`config.mk`:
```
export PLATFORM = sky130hd
export DESIGN_NAME = trap_seq
export DESIGN_NICKNAME = d
export VERILOG_FILES = /design/src/rtl/trap_seq_pkg.sv /design/src/rtl/trap_seq.sv
export SDC_FILE = /design/constraint.sdc
export NUM_CORES = 1
export LEC_CHECK = 0
export CORE_MARGIN = 4
export CORE_UTILIZATION = 39
export DETAILED_ROUTE_END_ITERATION = 8
export HOLD_SLACK_MARGIN = 0.02
export PLACE_DENSITY = 0.85
export SLEW_MARGIN = 20
export SYNTH_ARGS = -nofsm -noshare
export SYNTH_HDL_FRONTEND = slang
export SYNTH_SLANG_ARGS = --single-unit
```
`constraint.sdc`:
```
create_clock -name clk -period 2 [get_ports clk]
set_clock_uncertainty 0.15 [all_clocks]
set_input_delay 0.4 -clock clk [delete_from_list [all_inputs] [get_ports clk]]
set_output_delay 0.4 -clock clk [all_outputs]
set_load 0.01 [all_outputs]
```
`src/rtl/trap_seq_pkg.sv`:
```
// trap_seq_pkg: shared definitions for the program-interrupt (trap) sequencer.
//   - FSM state encoding (trapSeq_*), trapSeq_WIDTH
//   - SPR numbers for SRR0/SRR1
//   - MSR bit indices (big-endian numbering, bit 0 = MSB)
package trap_seq_pkg;

   localparam int trapSeq_WIDTH = 3;

   typedef enum logic [trapSeq_WIDTH-1:0] {
      trapSeq_IDLE     = 3'd0,
      trapSeq_FLUSH    = 3'd1,
      trapSeq_WR_SRR0  = 3'd2,
      trapSeq_WR_SRR1  = 3'd3,
      trapSeq_WR_MSR   = 3'd4,
      trapSeq_REDIRECT = 3'd5
   } trap_state_e;

   localparam logic [0:9] SPR_SRR0 = 10'd26;
   localparam logic [0:9] SPR_SRR1 = 10'd27;

   localparam int MSR_EE = 16;
   localparam int MSR_PR = 17;
   localparam int MSR_IR = 26;
   localparam int MSR_DR = 27;

endpackage

```
`src/rtl/trap_seq.sv`:
```
// trap_seq: program-interrupt sequencer for tw/twi traps.
// On a qualified trap in execute it flushes younger instructions, stalls the
// front end, writes SRR0 (trapping PC) and SRR1 (MSR with the trap flag) via
// the shared SPR write port, writes the masked MSR and redirects fetch.
// All buses use big-endian numbering [0:N-1].
//
// Ports:
//   clk, rst            clock, synchronous active-high reset
//   ex_valid, trap_hit  execute-stage trap request
//   ex_pc, msr          trapping PC and current MSR (latched on accept)
//   spr_wr_ack          SPR file accepted the current write
//   flush, stall, busy  pipeline control / sequencer status
//   spr_wr_req/addr/data  SPR write request (held until ack)
//   msr_wr, msr_wr_data   MSR write strobe and value
//   npc_redirect, npc     fetch redirect to TRAP_VECTOR
//   trap_cnt            trap counter, only when TRAP_CNT_EN is defined
//
// Optional feature macro: TRAP_CNT_EN (32-bit accepted-trap counter).
module trap_seq
   import trap_seq_pkg::*;
#(
   parameter logic [0:31] TRAP_VECTOR   = 32'h0000_0700,
   parameter int          SRR1_PROG_BIT = 14
) (
   input  logic        clk,
   input  logic        rst,
   input  logic        ex_valid,
   input  logic        trap_hit,
   input  logic [0:31] ex_pc,
   input  logic [0:31] msr,
   input  logic        spr_wr_ack,
   output logic        flush,
   output logic        stall,
   output logic        busy,
   output logic        spr_wr_req,
   output logic [0:9]  spr_wr_addr,
   output logic [0:31] spr_wr_data,
   output logic        msr_wr,
   output logic [0:31] msr_wr_data,
   output logic        npc_redirect,
   output logic [0:31] npc
`ifdef TRAP_CNT_EN
   ,
   output logic [0:31] trap_cnt
`endif
);

   trap_state_e state_q, state_d;
   logic [0:31] pc_q, pc_d;
   logic [0:31] msr_q, msr_d;

   // Outputs decode from state_q only; trap_hit only steers state_d.
   always_comb begin
      state_d      = state_q;
      pc_d         = pc_q;
      msr_d        = msr_q;
      flush        = 1'b0;
      spr_wr_req   = 1'b0;
      spr_wr_addr  = '0;
      spr_wr_data  = '0;
      msr_wr       = 1'b0;
      msr_wr_data  = '0;
      npc_redirect = 1'b0;
      npc          = '0;
      stall        = (state_q != trapSeq_IDLE);
      busy         = (state_q != trapSeq_IDLE);

      case (state_q)
         trapSeq_IDLE: begin
            if (ex_valid && trap_hit) begin
               pc_d    = ex_pc;
               msr_d   = msr;
               state_d = trapSeq_FLUSH;
            end
         end
         trapSeq_FLUSH: begin
            flush   = 1'b1;
            state_d = trapSeq_WR_SRR0;
         end
         trapSeq_WR_SRR0: begin
            spr_wr_req  = 1'b1;
            spr_wr_addr = SPR_SRR0;
            spr_wr_data = pc_q;
            if (spr_wr_ack) state_d = trapSeq_WR_SRR1;
         end
         trapSeq_WR_SRR1: begin
            spr_wr_req                 = 1'b1;
            spr_wr_addr                = SPR_SRR1;
            spr_wr_data                = msr_q;
            spr_wr_data[SRR1_PROG_BIT] = 1'b1;
            if (spr_wr_ack) state_d = trapSeq_WR_MSR;
         end
         trapSeq_WR_MSR: begin
            // Enter supervisor mode with interrupts and translation off.
            msr_wr              = 1'b1;
            msr_wr_data         = msr_q;
            msr_wr_data[MSR_EE] = 1'b0;
            msr_wr_data[MSR_PR] = 1'b0;
            msr_wr_data[MSR_IR] = 1'b0;
            msr_wr_data[MSR_DR] = 1'b0;
            state_d             = trapSeq_REDIRECT;
         end
         trapSeq_REDIRECT: begin
            npc_redirect = 1'b1;
            npc          = TRAP_VECTOR;
            state_d      = trapSeq_IDLE;
         end
         default: state_d = trapSeq_IDLE;
      endcase
   end

   always_ff @(posedge clk) begin
      if (rst) begin
         state_q <= trapSeq_IDLE;
         pc_q    <= '0;
         msr_q   <= '0;
      end else begin
         state_q <= state_d;
         pc_q    <= pc_d;
         msr_q   <= msr_d;
      end
   end

`ifdef TRAP_CNT_EN
   logic [0:31] trap_cnt_q, trap_cnt_d;

   // Counts accepted traps (IDLE -> FLUSH); wraps naturally at 2^32.
   always_comb begin
      trap_cnt_d = trap_cnt_q;
      if (state_q == trapSeq_IDLE && state_d == trapSeq_FLUSH)
         trap_cnt_d = trap_cnt_q + 32'd1;
   end

   always_ff @(posedge clk) begin
      if (rst) trap_cnt_q <= '0;
      else     trap_cnt_q <= trap_cnt_d;
   end

   assign trap_cnt = trap_cnt_q;
`endif

endmodule

```
==> impl_metrics.csv <==
group,metric,value,unit
status,outcome,"finished with violations",
status,violations,"negative setup slack",
placed_design,gp_congestion,0.732,
synth,synth_edf_count,0,
cts,cts_sinks,67,
die,initial_core_util,39.8,%
global_route,overflow,0,
pwr,p_leak,0.00239,uW
timing,fin_ws,-0.102,ns
timing,finalMaxSlewViolations,0,
global_route,grt_max_degree,132,
drt,drtAntennaViolNets,0,
cts,tritoncts,"yes",
timing,finalHoldViolCount,0,
die,dieArea,12200,sq um
final_layout,multiInputGateArea,2410,sq um
global_route,grt_first_pass_wirelength,17100,um
drt,drt-total-wl,10800,um
run,cap_violations,0,
global_route,antenna_found_initial,0,
drt,dr.pass1.iters,4,
critical_path,cp.arrival,1.55,ns
timing,rsz0062_at_grt,"true",
critical_path,start_kind,"flip-flop",
synth,synthesis.area,4090,sq um
drt,vias,3318,
global_route,grt_pass1_vias,3426,
final_layout,area_growth,41.3,%
synth,synthTopCellsByArea,"dfxtp_1 33%, mux2i_1 23%, nand2b_1 20%",
die,die_h,110,um
placed_design,dp_hpwl,6950,um
synth,syn-mean-instance-area,9.11,sq um
drt,first_iter_violations,125,
global_route,grt_usage,17.0,%
final_layout,final_nets,663,
drt,drt-wirelength-per-cell,14.8,um
synth,synth_warnings,0,
die,pin_count,181,
cts,cts_made_buffers,9,
die,core_area,10300,sq um
cts,root_buffer,"clkbuf_8",
cts,postCtsHoldBufs,0,
critical_path,path_class,"reg -> out",
critical_path,r2r_cells,5,
die,rows,37,
cts,h-tree-depth,3,
synth,synth_top_area_share,32.8,%
final_layout,final_util,56.2,%
synth,synth_cell_types,23,
pwr,power_density,561,nW/um^2
worst_hold_path,hp-class,"reg -> reg",
synth,synth_most_common_cell,"nand2b_1",
timing,finalSetupViolCount,29,
drt,drc,0,
cts,cts.clk_slew.worst_paths,0.07,ns
global_route,busiest_layer,"met2",
cts,clockBufferDepth,2,
pwr,vdd_drop_max,329,uV
timing,fin_crit_sh,105,%
final_layout,drive_gt1_share,25.5,%
drt,viasPerCell,4.51,
global_route,use_met3,3.89,%
placed_design,pre_cts_slack,-0.0871,ns
synth,seq_area_frac_synth,32.8,%
final_layout,nFillCells,919,
global_route,grt_util_met1,20.6,%
synth,syn_inst,449,
cts,clk_latency,0.33,ns
critical_path,critPathMaxFanout,5,
timing,min_period,2.10,ns
synth,ys_ff_latch,67,
critical_path,cp.required,1.45,ns
synth,synth_top_cell_by_area,"dfxtp_1",
timing,clock.fmax,476,MHz
global_route,use_met2,29.8,%
die,die_w,110,um
synth,synth_flop_cell,"dfxtp_1",
synth,synth.top_cells.by_count,"129 x nand2b_1, 95 x mux2i_1, 67 x dfxtp_1",
critical_path,endpoint_kind,"output port",
final_layout,seq_area,1350,sq um
final_layout,diodes,0,
worst_hold_path,worst_hold_path.num_cells,2,
synth,synth_async_sr_flop_share,0,%
placed_design,io_buffers,141,
## registers in the layout, indices dropped and copies added (netlist names)
name and cells:
state_q 3, pc_q 32, msr_q 32
## layout by cell type, fill, tap and decap left out, drive strengths merged
| cell | count |
|---|---|
| clkdlybuf4s50 | 67 |
| nor2 | 38 |
| o32a | 1 |
| or3 | 1 |
| conb | 39 |
| mux2i | 95 |
| inv | 2 |
| nand2 | 1 |
| dfxtp | 67 |
| clkbuf | 20 |
| nor3b | 2 |
| dlygate4sd2 | 4 |
| a21oi | 1 |
| a31oi | 2 |
| o21ai | 1 |
| xnor2 | 1 |
| clkinv | 1 |
| buf | 95 |
| bufinv | 1 |
| nor3 | 1 |
| and2 | 28 |
| clkinvlp | 2 |
| nand2b | 129 |
## stage by stage
step / total power, uW / hold WS [ns] / area, sq um / setup TNS, ns / std cells
after global routing: 3390 / 0.350 / 5780 / -4.66 / 735
final: 3240 / 0.325 / 5780 / -0.757 / 735
after detailed placement: 2110 / 0.315 / 5400 / -1.39 / 698
after global placement: 2090 / 0.306 / 5400 / -0.266 / 698
after CTS: 3290 / 0.327 / 5740 / -3.72 / 736
after floorplan: 1940 / 0.294 / 4240 / 0 / 487
## worst paths after layout
path / startpoint / endpoint / slack (ns)
worst max-delay path: state_q[2] / msr_wr_data[3] / -0.10
worst min-delay path: pc_q[22] / pc_q[22] / 0.32
worst max register to register: state_q[1] / msr_q[8] / 0.13
worst min register to register: pc_q[22] / pc_q[22] / 0.32
## per-layer routing
metal	wire, um	part of all wire (%)
met4	93	0.86
met2	5270	49
met3	655	6.0
met1	4820	44
met5	0	0
## cells by family after synthesis
group                  Yosys count  share of synthesized area [%]
AO/OA/AOI/OAI                    5                          0.795
XOR/XNOR                         1                          0.214
buffers and inverters           80                           14.3
flip-flops                      67                           32.8
multiplexers                    95                           23.2
other                            1                         0.0917
AND/OR/NAND/NOR                200                           28.6
## critical path, cell delays in order, from the launching register on
cell     delay (ns)
dfxtp_2        0.36
nor3b_4        0.23
buf_6          0.17
buf_8          0.12
buf_6          0.11
and2_4         0.13
buf_6          0.09
## power by group
part           switching, uW  total, uW  internal, uW
Combinational            294        656           362
Sequential              53.8       1460          1410
Clock                    515       1120           609
## final cells by class
class,count,share of cell area (%)
multi-input combinational,340,41.7
timing repair buffer,174,28.5
sequential,67,23.4
tap,136,2.94
clock buffer,12,2.51
clock inverter,4,0.866
inverter,2,0.130
## what timing repair did
item | in CTS | in global routing
resized for setup | 289 | 74
setup endpoints to repair | 73 | 62
buffers inserted | 18 | 4
pin swaps | 7 | 5
cloned | 4 | 0
Note: power is estimated with default switching activity, not from simulation.
